--- src/rtl/dmem_arb_pkg.sv ---
// Shared types, funct codes and helpers for the data-memory arbiter.
// Imported by the arbiter top, the round-robin grant and the bench.
package dmem_arb_pkg;

    typedef enum logic [1:0] {
        IDLE   = 2'd0,
        SETUP  = 2'd1,
        ACCESS = 2'd2
    } arb_state_e;

    localparam logic [2:0] F_B  = 3'd0;
    localparam logic [2:0] F_H  = 3'd1;
    localparam logic [2:0] F_W  = 3'd2;
    localparam logic [2:0] F_BU = 3'd4;
    localparam logic [2:0] F_HU = 3'd5;

    // Byte address is held zero-extended so the latch type does not
    // depend on the bank size parameter.
    localparam int unsigned REQ_AW = 32;

    typedef struct packed {
        logic [REQ_AW-1:0] addr;
        logic              write;
        logic [2:0]        funct;
        logic [31:0]       wdata;
    } dmem_req_t;

    function automatic logic is_legal(
        input logic       write,
        input logic [2:0] funct,
        input logic [1:0] off
    );
        logic ok;
        unique case (funct)
            F_B, F_H, F_W: ok = 1'b1;
            F_BU, F_HU:    ok = ~write;
            default:       ok = 1'b0;
        endcase
        return ok && (off == 2'b00);
    endfunction

    // Lanes are fixed, so sub-word loads always come from the low lanes.
    function automatic logic [31:0] load_ext(
        input logic [2:0]  funct,
        input logic [31:0] d
    );
        logic [31:0] r;
        unique case (1'b1)
            funct == F_B:  r = {{24{d[7]}}, d[7:0]};
            funct == F_BU: r = {24'h0, d[7:0]};
            funct == F_H:  r = {{16{d[15]}}, d[15:0]};
            funct == F_HU: r = {16'h0, d[15:0]};
            default:       r = d;
        endcase
        return r;
    endfunction

endpackage

--- src/rtl/dmem_arb_if.sv ---
// Requester-side handshake bundle of the data-memory arbiter.
// master = requesters (LSU / debug-DMA), slave = arbiter.
interface dmem_arb_if #(
    parameter int unsigned DMEM_ADDR = 6
) ();
    logic [1:0]                 req_valid_i;
    logic [1:0]                 req_ready_o;
    logic [1:0][DMEM_ADDR+1:0]  req_addr_i;
    logic [1:0]                 req_write_i;
    logic [1:0][2:0]            req_funct_i;
    logic [1:0][31:0]           req_wdata_i;
    logic [1:0]                 rsp_valid_o;
    logic                       rsp_err_o;
    logic [31:0]                rsp_rdata_o;

    modport master (
        output req_valid_i, req_addr_i, req_write_i,
        output req_funct_i, req_wdata_i,
        input  req_ready_o, rsp_valid_o, rsp_err_o, rsp_rdata_o
    );

    modport slave (
        input  req_valid_i, req_addr_i, req_write_i,
        input  req_funct_i, req_wdata_i,
        output req_ready_o, rsp_valid_o, rsp_err_o, rsp_rdata_o
    );
endinterface

--- src/rtl/dmem_rr_arb.sv ---
// Two-way round-robin grant holding the last-grant register.
// Ports: i_valid (requests), i_en (may grant), o_grant (one-hot).
module dmem_rr_arb (
    input  logic       clk_i,
    input  logic       rst_ni,
    input  logic [1:0] i_valid,
    input  logic       i_en,
    output logic [1:0] o_grant
);

    logic r_last;

    always_comb begin
        o_grant = 2'b00;
        if (i_en) begin
            unique case (i_valid)
                2'b01:   o_grant = 2'b01;
                2'b10:   o_grant = 2'b10;
                2'b11:   o_grant = r_last ? 2'b01 : 2'b10;
                default: o_grant = 2'b00;
            endcase
        end
    end

    // Reset value 1 lets requester 0 win the first tie.
    always_ff @(posedge clk_i or negedge rst_ni) begin
        if (!rst_ni)
            r_last <= 1'b1;
        else if (|(i_valid & o_grant))
            r_last <= o_grant[1];
    end

endmodule

--- src/rtl/dmem_apb_arbiter.sv ---
// Round-robin arbiter + setup/access sequencer for the data-memory bank.
// Ports: clk_i, rst_ni, bus (requester handshake), p* bank signals.
module dmem_apb_arbiter
    import dmem_arb_pkg::*;
#(
    parameter int unsigned DMEM_ADDR = 6
) (
    input  logic                 clk_i,
    input  logic                 rst_ni,
    dmem_arb_if.slave            bus,
    output logic [DMEM_ADDR-1:0] paddr_o,
    output logic                 penable_o,
    output logic                 pwrite_o,
    output logic [31:0]          pwdata_o,
    output logic [2:0]           pfunct_code_o,
    input  logic [31:0]          prdata_i
);

    arb_state_e  r_state;
    dmem_req_t   r_req;
    logic        r_idx;
    logic        r_bus;
    logic        r_penable;
    logic [1:0]  r_rsp_valid;
    logic        r_rsp_err;
    logic [31:0] r_rsp_rdata;

    logic [1:0]  w_grant;
    logic        w_accept;
    logic        w_win;
    logic        w_legal;
    dmem_req_t   w_sel;
    logic        w_unused;

    dmem_rr_arb u_arb (
        .clk_i   (clk_i),
        .rst_ni  (rst_ni),
        .i_valid (bus.req_valid_i),
        .i_en    (r_state == IDLE),
        .o_grant (w_grant)
    );

    assign bus.req_ready_o = w_grant;
    assign w_accept = |(bus.req_valid_i & w_grant);
    assign w_win    = w_grant[1];

    always_comb begin
        w_sel.addr  = REQ_AW'(bus.req_addr_i[w_win]);
        w_sel.write = bus.req_write_i[w_win];
        w_sel.funct = bus.req_funct_i[w_win];
        w_sel.wdata = bus.req_wdata_i[w_win];
    end

    assign w_legal = is_legal(w_sel.write, w_sel.funct, w_sel.addr[1:0]);

    always_ff @(posedge clk_i or negedge rst_ni) begin
        if (!rst_ni) begin
            r_state     <= IDLE;
            r_req       <= '0;
            r_idx       <= 1'b0;
            r_bus       <= 1'b0;
            r_penable   <= 1'b0;
            r_rsp_valid <= 2'b00;
            r_rsp_err   <= 1'b0;
            r_rsp_rdata <= '0;
        end else begin
            r_rsp_valid <= 2'b00;
            unique case (r_state)
                IDLE: begin
                    if (w_accept) begin
                        r_idx <= w_win;
                        r_req <= w_sel;
                        if (w_legal) begin
                            r_state <= SETUP;
                            r_bus   <= 1'b1;
                        end else begin
                            // Rejected: answer next cycle, bank untouched.
                            r_rsp_valid <= w_win ? 2'b10 : 2'b01;
                            r_rsp_err   <= 1'b1;
                            r_rsp_rdata <= '0;
                        end
                    end
                end
                SETUP: begin
                    r_state   <= ACCESS;
                    r_penable <= 1'b1;
                end
                ACCESS: begin
                    r_state     <= IDLE;
                    r_penable   <= 1'b0;
                    r_bus       <= 1'b0;
                    r_rsp_valid <= r_idx ? 2'b10 : 2'b01;
                    r_rsp_err   <= 1'b0;
                    r_rsp_rdata <= r_req.write ? 32'h0
                                 : load_ext(r_req.funct, prdata_i);
                end
                default: begin
                    r_state   <= IDLE;
                    r_penable <= 1'b0;
                    r_bus     <= 1'b0;
                end
            endcase
        end
    end

    // Bank signals are zero whenever no transfer is in flight.
    assign paddr_o       = r_bus ? r_req.addr[DMEM_ADDR+1:2] : '0;
    assign pwrite_o      = r_bus & r_req.write;
    assign pwdata_o      = r_bus ? r_req.wdata : 32'h0;
    assign pfunct_code_o = r_bus ? r_req.funct : 3'h0;
    assign penable_o     = r_penable;

    assign bus.rsp_valid_o = r_rsp_valid;
    assign bus.rsp_err_o   = r_rsp_err;
    assign bus.rsp_rdata_o = r_rsp_rdata;

    // Offset bits were already checked at accept; upper bits are zero.
    assign w_unused = ^{r_req.addr[1:0], r_req.addr[REQ_AW-1:DMEM_ADDR+2]};

endmodule

--- src/flat_wrapper.sv ---
// flat-port wrapper written by rule: the top's interface ports become plain ports
module dmem_apb_arbiter_flat import dmem_arb_pkg::*;
#(
    parameter int unsigned DMEM_ADDR = 6
)
  (clk_i, rst_ni, paddr_o, penable_o, pwrite_o, pwdata_o, pfunct_code_o, prdata_i, bus_req_valid_i, bus_req_addr_i, bus_req_write_i, bus_req_funct_i, bus_req_wdata_i, bus_req_ready_o, bus_rsp_valid_o, bus_rsp_err_o, bus_rsp_rdata_o);
  dmem_arb_if #(.DMEM_ADDR(DMEM_ADDR)) bus_i ();
  input  logic clk_i;
  input  logic rst_ni;
  output logic [DMEM_ADDR-1:0] paddr_o;
  output logic penable_o;
  output logic pwrite_o;
  output logic [31:0] pwdata_o;
  output logic [2:0] pfunct_code_o;
  input  logic [31:0] prdata_i;
  input wire logic [$bits(bus_i.req_valid_i)-1:0] bus_req_valid_i;
  input wire logic [$bits(bus_i.req_addr_i)-1:0] bus_req_addr_i;
  input wire logic [$bits(bus_i.req_write_i)-1:0] bus_req_write_i;
  input wire logic [$bits(bus_i.req_funct_i)-1:0] bus_req_funct_i;
  input wire logic [$bits(bus_i.req_wdata_i)-1:0] bus_req_wdata_i;
  output wire logic [$bits(bus_i.req_ready_o)-1:0] bus_req_ready_o;
  output wire logic [$bits(bus_i.rsp_valid_o)-1:0] bus_rsp_valid_o;
  output wire logic [$bits(bus_i.rsp_err_o)-1:0] bus_rsp_err_o;
  output wire logic [$bits(bus_i.rsp_rdata_o)-1:0] bus_rsp_rdata_o;
  assign bus_i.req_valid_i = bus_req_valid_i;
  assign bus_i.req_addr_i = bus_req_addr_i;
  assign bus_i.req_write_i = bus_req_write_i;
  assign bus_i.req_funct_i = bus_req_funct_i;
  assign bus_i.req_wdata_i = bus_req_wdata_i;
  assign bus_req_ready_o = bus_i.req_ready_o;
  assign bus_rsp_valid_o = bus_i.rsp_valid_o;
  assign bus_rsp_err_o = bus_i.rsp_err_o;
  assign bus_rsp_rdata_o = bus_i.rsp_rdata_o;
  dmem_apb_arbiter #(.DMEM_ADDR(DMEM_ADDR)) u_core (.clk_i(clk_i), .rst_ni(rst_ni), .bus(bus_i), .paddr_o(paddr_o), .penable_o(penable_o), .pwrite_o(pwrite_o), .pwdata_o(pwdata_o), .pfunct_code_o(pfunct_code_o), .prdata_i(prdata_i));
endmodule
--- config.mk ---
export PLATFORM = sky130hd
export DESIGN_NAME = dmem_apb_arbiter_flat
export DESIGN_NICKNAME = d
export VERILOG_FILES = /design/src/rtl/dmem_arb_pkg.sv /design/src/rtl/dmem_arb_if.sv /design/src/rtl/dmem_rr_arb.sv /design/src/rtl/dmem_apb_arbiter.sv /design/src/flat_wrapper.sv
export SDC_FILE = /design/constraint.sdc
export NUM_CORES = 1
export LEC_CHECK = 0
export BUFFER_PORTS_ARGS = -buffer_cell sky130_fd_sc_hd__buf_2
export CAP_MARGIN = 30
export CORE_MARGIN = 10
export CORE_UTILIZATION = 48
export CTS_BUF_LIST = sky130_fd_sc_hd__clkbuf_2
export DETAILED_ROUTE_END_ITERATION = 8
export PLACE_DENSITY = 0.84
export SYNTH_ARGS = -nofsm -noshare
export SYNTH_HDL_FRONTEND = slang
export SYNTH_SLANG_ARGS = --single-unit
export TNS_END_PERCENT = 20
--- constraint.sdc ---
create_clock -name clk_i -period 3.2 [get_ports clk_i]
set_input_delay 0.64 -clock clk_i [delete_from_list [all_inputs] [get_ports clk_i]]
set_output_delay 0.64 -clock clk_i [all_outputs]
set_load 0.005 [all_outputs]
==> results.yml, run 1 <==
global_routing:
  gr-total-overflow: 0
  grt_pass1_wl_um: 20600
  grt_pass1_vias: 4219
  grt_usage: 0.196
  initial_antenna_violation_count: 1
  grt_start_max_net_pins: 87
sta:
  timing_max_transition_violations_final: 0
  finalClockSkew_ps: 20.0
  setup_viol_count_final: 0
  hold_viol_final: 0
  final.period_utilization: 0.864
  timing.max_slew.rel_slack: 0.478
  fmax_mhz: 361
  fin_crit_ps: 2770
  worstMarginPinSlew_ps: 782
  total_negative_setup_slack_ps: 0
  grt_setup_unrepaired: "no"
  timing.hold.ws_ps: 105
pwr:
  power_density_nw_per_um2: 541
  ir_worst_vdd_uv: 280
  cell_internal_pwr_mw: 1.84
  clkPwrFrac: 0.190
  power.leakage_nw: 2.73
  combinationalPowerShare: 0.332
  post_layout_total_power_mw: 2.82
  power.share.switching: 0.349
  seq_power_share: 0.478
  total_switching_power_uw: 983
clocking:
  clk_pin_slew_ps: 220
  clock_sinks: 83
  clock_insertion_delay_worst_skew_ps: 500
  max-clock-path-buffers: 2
  tritoncts.num_buffers: 9
  cts_post_setup_buffers_inserted: 0
  cts_tree: "done"
  cts-hold-fix-buffers: 0
  cts_repair_resize_count: 0
  htree_num_levels: 3
  cts-root-buf: "clkbuf_2"
setup_path:
  worst_ep_required_time_ps: 2560
  timing.setup.critical_path_class: "register to primary output"
  worst-endpoint-arrival_ps: 2130
  cp-end-kind: "primary output"
  crit_fanout: 17
  startpoint: "u_core.u_arb.r_last"
  cp-start-kind: "register"
  crit-reg2reg-launch: "u_core.u_arb.r_last"
floorplan:
  die_h_um: 112
  site_row_count: 33
  i_o_pin_count: 204
  placeableCoreArea_um2: 8220
  floorplan.initialDensity: 0.493
  die-width_um: 112
  total_die_area_um2: 12500
synth:
  synth_instances: 480
  synth_cell_types: 31
  yosysWarnings: 0
  avgSynthCellArea_um2: 8.44
  synth_seq_cells: 83
  syn-cell-area_um2: 4050
  ys_seq_area_frac: 0.513
  synth_fp_nets: 604
placement:
  detailedPlacementHpwl_um: 9670
  place_inst: 758
  numPortBuffers: 203
  gp_congestion: 0.813
detailed_routing:
  drt-initial-drc-count: 151
  route.detailed.wl_per_inst_um: 16.4
  vias_per_cell: 5.11
  detail-route-antenna-nets: 0
  detailroute.via_count: 3958
  drcViolationCount: 0
  detailedRoute.firstPassIterationCount: 4
  finalWirelength_um: 12700
layout:
  nets: 788
  flow.area_growth_from_synthesis_pct: 28.8
  finalNonFillerCells: 774
  antennaDiodeCount: 0
  layout-drive-gt1-share: 0.360
flow_run:
  maxCapViolations: 0
worst_hold_path:
  min-delay-path-class: "input pin to async pin"
run_status:
  outcome: "complete, no violations"
==> kinds of logic (layout without fill, tap and decap cells) <==
logic type,Yosys count,in the layout,synth area share
compound gates,98,98,0.159
mux,1,1,0.00247
flops,83,83,0.513
simple gates,257,257,0.279
buf+inv,41,230,0.0457
==> worst paths after layout <==
path	slack (ps)	endpoint	depth (start not counted)
hold / removal	110	u_core.bus.rsp_rdata_o[24]	1
hold reg to reg	490	u_core.bus.rsp_valid_o[0]	1
max in group asynchronous	2420	u_core.u_arb.r_last	2
min in group clk_i	320	u_core.bus.rsp_rdata_o[5]	3
setup / recovery	430	bus_req_ready_o[1]	4
setup reg to reg	990	u_core.r_req[17]	6
==> cell usage after synthesis <==
| master | count | area [um2] |
|---|---|---|
| o22a_1 | 1 | 8.76 |
| buf_6 | 3 | 33.8 |
| a21bo_2 | 1 | 10.0 |
| or4b_2 | 1 | 10.0 |
| a21boi_0 | 1 | 7.51 |
| buf_2 | 7 | 35.0 |
| nand2_1 | 143 | 537 |
| o221a_4 | 1 | 20.0 |
| clkinv_1 | 1 | 3.75 |
| nor2_2 | 1 | 6.26 |
| a31oi_1 | 42 | 263 |
| dfstp_2 | 1 | 26.3 |
| clkbuf_1 | 27 | 101 |
| or3_1 | 1 | 6.26 |
| o22ai_1 | 17 | 106 |
| mux2i_1 | 1 | 10.0 |
| nor2b_1 | 18 | 113 |
| o21ai_1 | 4 | 20.0 |
| dfrtp_1 | 82 | 2050 |
| o21ai_0 | 14 | 70.1 |
| o32ai_1 | 1 | 8.76 |
| inv_1 | 3 | 11.3 |
| o21a_1 | 2 | 15.0 |
| o21ba_2 | 1 | 10.0 |
| or2_2 | 1 | 6.26 |
| nor2_1 | 49 | 184 |
| and2_1 | 42 | 263 |
| o21ai_2 | 10 | 87.6 |
| o211ai_1 | 1 | 7.51 |
| nand2b_1 | 1 | 6.26 |
| a21oi_1 | 2 | 10.0 |
==> critical path, stage by stage, from the launching register on <==
cell      delay [ps]
dfstp_2          590
a21bo_2          150
or3_1            530
clkinv_1         190
buf_2            170
==> flip-flops by register name (all words and copies together) (netlist names) <==
register,flops
u_core.r_req,42
u_core.bus.rsp_rdata_o,32
u_core.bus.rsp_valid_o,2
u_core.r_state,2
u_core.bus.rsp_err_o,1
u_core.penable_o,1
u_core.r_bus,1
u_core.r_idx,1
u_core.u_arb.r_last,1
==> placed cells by master, fill, tap and decap left out, types with 2 or more instances in the layout <==
master,synthesis,final
a21oi_1,2,2
a31oi_1,42,42
and2_1,42,42
buf_2,7,202
buf_4,0,7
clkbuf_2,0,9
clkinv_1,1,4
clkinv_4,0,2
dfrtp_1,82,82
inv_1,3,3
nand2_1,143,143
nor2_1,49,49
nor2b_1,18,17
o21a_1,2,2
o21ai_0,14,14
o21ai_1,4,4
o21ai_2,10,10
o22ai_1,17,17
==> power by group through the flow <==
stage / Clock, mW / Combinational (mW) / Sequential (mW)
final: 0.535 / 0.935 / 1.35
after global routing: 0.607 / 1.05 / 1.38
after CTS: 0.558 / 0.954 / 1.35
after detailed placement: 0 / 0.950 / 1.37
after global placement: 0 / 0.928 / 1.36
after floorplan: 0 / 0.565 / 1.30
==> metrics by stage <==
step,worst slack [ps],instance area [um2],util
after global placement,727,5080,0.618
after detailed placement,626,5100,0.621
after CTS,384,5210,0.635
after floorplan,955,4050,-
after global routing,230,5210,0.635
final,434,5210,0.635
==> layout make-up <==
class | count | area (um2)
Fill cell | 749 | 3000
Sequential cell | 83 | 2080
Multi-Input combinational cell | 356 | 1790
Timing Repair Buffer | 210 | 1080
Tap cell | 105 | 131
Clock inverter | 7 | 67.6
Clock buffer | 9 | 45.0
Inverter | 4 | 15.0
==> metal layers <==
| metal | track usage | share of wire | vias to the layer above |
|---|---|---|---|
| met5 | 0 | 0.0010 | - |
| met4 | 0.0703 | 0.017 | 2 |
| met3 | 0.0816 | 0.10 | 20 |
| met2 | 0.322 | 0.47 | 161 |
| met1 | 0.223 | 0.41 | 1823 |
| li1 | - | - | 1952 |
Note: power is estimated with default switching activity, not from simulation.
==> inputs of run 2 (changes only) <==
--- a/config.mk
+++ b/config.mk
@@ -7,6 +7,7 @@
 export LEC_CHECK = 0
 export BUFFER_PORTS_ARGS = -buffer_cell sky130_fd_sc_hd__buf_2
 export CAP_MARGIN = 30
+export CORE_ASPECT_RATIO = 1.2
 export CORE_MARGIN = 10
 export CORE_UTILIZATION = 48
 export CTS_BUF_LIST = sky130_fd_sc_hd__clkbuf_2
==> results.yml, run 2 (synthesized netlist as in run 1, its figures left out) <==
run_status:
  outcome: "complete, no violations"
sta:
  timing_max_transition_violations_final: 0
  hold_viol_final: 0
  total_negative_setup_slack_ps: 0
  worstMarginPinSlew_ps: 766
  finalClockSkew_ps: 18.9
  final.period_utilization: 0.817
  grt_setup_unrepaired: "no"
  setup_viol_count_final: 0
  postLayoutSetupSlackWorst_ps: 585
  fmax_mhz: 382
  timing.max_slew.rel_slack: 0.490
  fin_crit_ps: 2610
setup_path:
  worst_ep_required_time_ps: 2560
  cell_class_contributing_the_biggest_share_of_worst_path_delay: "flip-flops"
  cp-start-kind: "register"
  crit_slowest_cell: "dfrtp_1"
  slowest_delay_ps: 830
  crit_fanout: 24
  cp-end-kind: "primary output"
  timing.setup.critical_path_class: "register to primary output"
  cp.buffers_inverters: 2
  timing.critical_path.cells: "buf_4, and2_1, buf_2"
  ff2ff_setup_slack_ps: 1130
  worst-endpoint-arrival_ps: 1970
layout:
  flow.area_growth_from_synthesis_pct: 29.9
  layout-drive-gt1-share: 0.361
  stdcell_area_um2: 5260
  post-route-util: 0.642
  n_fill_cell: 743
  largest_register_ff_count: 42
  largest_register: "u_core.r_req"
  antennaDiodeCount: 0
  nets: 789
  most-common-layout-cells: "buf_2 (202), nand2_1 (143), dfrtp_1 (82)"
  final_common_cell: "buf_2"
placement:
  detailedPlacementHpwl_um: 9570
  numPortBuffers: 203
  pre_cts_slack_ps: 775
  gp_congestion: 0.793
  placed_area_um2: 5120
global_routing:
  gr-total-overflow: 0
  grt_start_max_net_pins: 87
  grt_usage: 0.195
  grt_pass1_vias: 4110
  initial_antenna_violation_count: 0
  grt_pass1_wl_um: 20200
clocking:
  tritoncts.num_buffers: 9
  cts_repair_resize_count: 0
  clk_pin_slew_ps: 220
  clock_sinks: 83
  cts_tree: "done"
  clock_insertion_delay_worst_skew_ps: 530
  cts-root-buf: "clkbuf_2"
  max-clock-path-buffers: 2
  htree_num_levels: 3
floorplan:
  placeableCoreArea_um2: 8200
  site_row_count: 36
  floorplan.initialDensity: 0.494
  die_h_um: 121
  die-width_um: 104
  total_die_area_um2: 12500
  i_o_pin_count: 204
detailed_routing:
  route.detailed.wl_per_inst_um: 16.2
  detailroute.via_count: 3991
  drt-initial-drc-count: 222
  detail-route-antenna-nets: 0
  vias_per_cell: 5.09
  drcViolationCount: 0
  detailedRoute.firstPassIterationCount: 4
  finalWirelength_um: 12700
flow_run:
  maxCapViolations: 0
pwr:
  ir_worst_vdd_uv: 298
  power.leakage_nw: 2.74
  power_density_nw_per_um2: 551
worst_hold_path:
  min-delay-path-class: "input pin to register"
-- run 2: worst min-delay path: stages --
cell and delay (ps):
buf_2 80, nand2_1 50, o21ai_2 50
-- run 2: per-layer routing --
metal	vias to the layer above	track usage	wire (um)
li1	1952	-	-
met1	1863	0.222	5210
met2	161	0.326	6130
met3	15	0.0749	1190
met4	0	0.0740	195
met5	-	0	0
-- run 2: what timing repair did --
item                      4_1_cts  5_1_grt
hold buffers                    1        0
buffers inserted                0        0
hold endpoints to repair       11        0
-- run 2: cell type report --
| cell class | instances | area, um2 | share of cell area |
|---|---|---|---|
| Sequential cell | 83 | 2080 | 0.395 |
| Multi-Input combinational cell | 356 | 1790 | 0.341 |
| Timing Repair Buffer | 211 | 1100 | 0.209 |
| Tap cell | 114 | 143 | 0.0271 |
| Clock inverter | 6 | 80.1 | 0.0152 |
| Clock buffer | 10 | 50.0 | 0.00951 |
| Inverter | 4 | 15.0 | 0.00285 |
-- run 2: where the power goes --
part | internal, mW | switching, mW | total, mW
clock | 0.255 | 0.352 | 0.607
sequential | 1.21 | 0.142 | 1.35
combinational | 0.448 | 0.490 | 0.938
total | 1.91 | 0.983 | 2.90
-- run 2: final timing paths --
path                                       from                         to  cells past startpoint
max                                u_core.r_bus           pfunct_code_o[2]                      3
min                                 prdata_i[5]  u_core.bus.rsp_rdata_o[5]                      3
max reg2reg                 u_core.u_arb.r_last           u_core.r_req[42]                      6
min reg2reg                u_core.bus.rsp_err_o       u_core.bus.rsp_err_o                      1
max in group asynchronous                rst_ni        u_core.u_arb.r_last                      3
min in group asynchronous                rst_ni       u_core.bus.rsp_err_o                      2
-- run 2: metrics by stage --
step	hold WS, ps	power [mW]	cells
after CTS	267	2.94	784
after detailed placement	476	2.32	767
after floorplan	344	1.87	480
final	307	2.90	784
after global placement	471	2.29	766
after global routing	271	3.10	784
==> inputs of run 3 (changes only) <==
--- a/config.mk
+++ b/config.mk
@@ -9,10 +9,10 @@
 export CAP_MARGIN = 30
 export CORE_ASPECT_RATIO = 1.2
 export CORE_MARGIN = 10
-export CORE_UTILIZATION = 48
+export CORE_UTILIZATION = 47
 export CTS_BUF_LIST = sky130_fd_sc_hd__clkbuf_2
 export DETAILED_ROUTE_END_ITERATION = 8
-export PLACE_DENSITY = 0.84
+export PLACE_DENSITY = 0.82
 export SYNTH_ARGS = -nofsm -noshare
 export SYNTH_HDL_FRONTEND = slang
 export SYNTH_SLANG_ARGS = --single-unit
==> constraint.sdc (replaced) <==
create_clock -name clk_i -period 2.74 [get_ports clk_i]
set_input_delay 0.548 -clock clk_i [delete_from_list [all_inputs] [get_ports clk_i]]
set_output_delay 0.548 -clock clk_i [all_outputs]
set_load 0.005 [all_outputs]
==> results.yml, run 3 (synthesized netlist as in run 1, its figures left out) <==
run_status:
  outcome: "complete, no violations"
setup_path:
  worst_ep_required_time_ps: 2190
  cp-end-kind: "primary output"
  worst-endpoint-arrival_ps: 1960
  timing.critical_path.cells: "a21bo_2, or3_1, clkinv_1, buf_2"
  cp-start-kind: "register"
  timing.setup.critical_path_class: "register to primary output"
  crit_slowest_cell: "dfstp_2"
  slowest_delay_ps: 580
  crit_fanout: 12
detailed_routing:
  drcViolationCount: 0
  detailedRoute.firstPassIterationCount: 4
  detailroute.via_count: 3975
  finalWirelength_um: 12600
  drt-initial-drc-count: 197
  vias_per_cell: 5.04
  route.detailed.wl_per_inst_um: 15.9
  detail-route-antenna-nets: 0
layout:
  nets: 792
  final_common_cell: "buf_2"
  largest_register_ff_count: 42
  n_fill_cell: 779
  flow.area_growth_from_synthesis_pct: 28.9
  stdcell_area_um2: 5220
  layout-drive-gt1-share: 0.359
  most-common-layout-cells: "buf_2 (202), nand2_1 (143), dfrtp_1 (82)"
  antennaDiodeCount: 0
  largest_register: "u_core.r_req"
floorplan:
  die_h_um: 122
  site_row_count: 37
  total_die_area_um2: 12700
  placeableCoreArea_um2: 8470
  die-width_um: 105
  floorplan.initialDensity: 0.478
  i_o_pin_count: 204
clocking:
  clk_pin_slew_ps: 200
  clock_sinks: 83
  cts_repair_resize_count: 0
  htree_num_levels: 3
  clock_insertion_delay_worst_skew_ps: 520
  cts-root-buf: "clkbuf_2"
  max-clock-path-buffers: 2
  cts_tree: "done"
  tritoncts.num_buffers: 9
sta:
  fmax_mhz: 399
  timing.max_slew.rel_slack: 0.487
  setup_viol_count_final: 0
  fin_crit_ps: 2510
  finalClockSkew_ps: 11.7
  grt_setup_unrepaired: "no"
  hold_viol_final: 0
  timing_max_transition_violations_final: 0
  worstMarginPinSlew_ps: 769
  final.period_utilization: 0.914
  total_negative_setup_slack_ps: 0
placement:
  gp_congestion: 0.793
  placed_area_um2: 5140
  numPortBuffers: 203
  detailedPlacementHpwl_um: 9590
global_routing:
  grt_start_max_net_pins: 87
  grt_usage: 0.194
  grt_pass1_wl_um: 20500
  gr-total-overflow: 0
  grt_pass1_vias: 4158
  initial_antenna_violation_count: 0
worst_hold_path:
  min-delay-path-class: "input pin to register"
pwr:
  ir_worst_vdd_uv: 348
  power.leakage_nw: 2.73
  power_density_nw_per_um2: 605
flow_run:
  maxCapViolations: 0
## run 3: path summary, 6_finish.rpt
path	startpoint	to	slack [ps]	depth (start not counted)
max	u_core.u_arb.r_last	bus_req_ready_o[1]	230	4
min	prdata_i[3]	u_core.bus.rsp_rdata_o[3]	220	3
max reg2reg	u_core.u_arb.r_last	u_core.bus.rsp_rdata_o[0]	750	4
min reg2reg	u_core.bus.rsp_rdata_o[13]	u_core.bus.rsp_rdata_o[13]	530	2
max in group asynchronous	rst_ni	u_core.u_arb.r_last	1550	3
min in group asynchronous	rst_ni	u_core.bus.rsp_rdata_o[16]	500	2
## run 3: per-layer routing
layer  routed length (um)  part of all wire  vias up  track usage
met1                 5170              0.41     1833        0.224
met3                 1250              0.10       17       0.0766
li1                     -                 -     1958            -
met2                 5980              0.48      167        0.322
met4                  167             0.013        0       0.0704
met5                    0                 0        -            0
## run 3: where the power goes
part | total [mW] | internal [mW] | switching (mW)
logic | 1.14 | 0.528 | 0.608
clock network | 0.485 | 0.0987 | 0.386
registers | 1.54 | 1.42 | 0.123
## run 3: worst max-delay path, delay by kind of cell (launching register included)
family / cells / cell delay [ps]
compound gates: 1 / 160
simple gates: 1 / 160
buf+inv: 2 / 550
flops: 1 / 580
## run 3: cell type report
type	count	area (um2)	share of cell area
Multi-Input combinational cell	356	1790	0.344
Timing Repair Buffer	214	1120	0.214
Tap cell	117	146	0.0281
Clock buffer	9	45.0	0.00863
Sequential cell	83	2080	0.398
Inverter	4	15.0	0.00288
Clock inverter	6	23.8	0.00456
## run 3: through the flow
step           setup WS [ps]  instances  hold slack (ps)   util  power (mW)
3_5_place_dp             480        773              494  0.607        2.72
4_1_cts                  202        789              158  0.616        3.21
2_1_floorplan            679        480              252      -        2.18
3_3_place_gp             521        773              456  0.607        2.68
6_report                 234        789              216  0.616        3.16
5_1_grt                 89.2        789              171  0.616        3.41
## run 3: repair_timing
action                                 in CTS  in global routing
hold buffers                                1                  0
endpoints found under the hold margin      37                  0
setup buffers                               0                  0
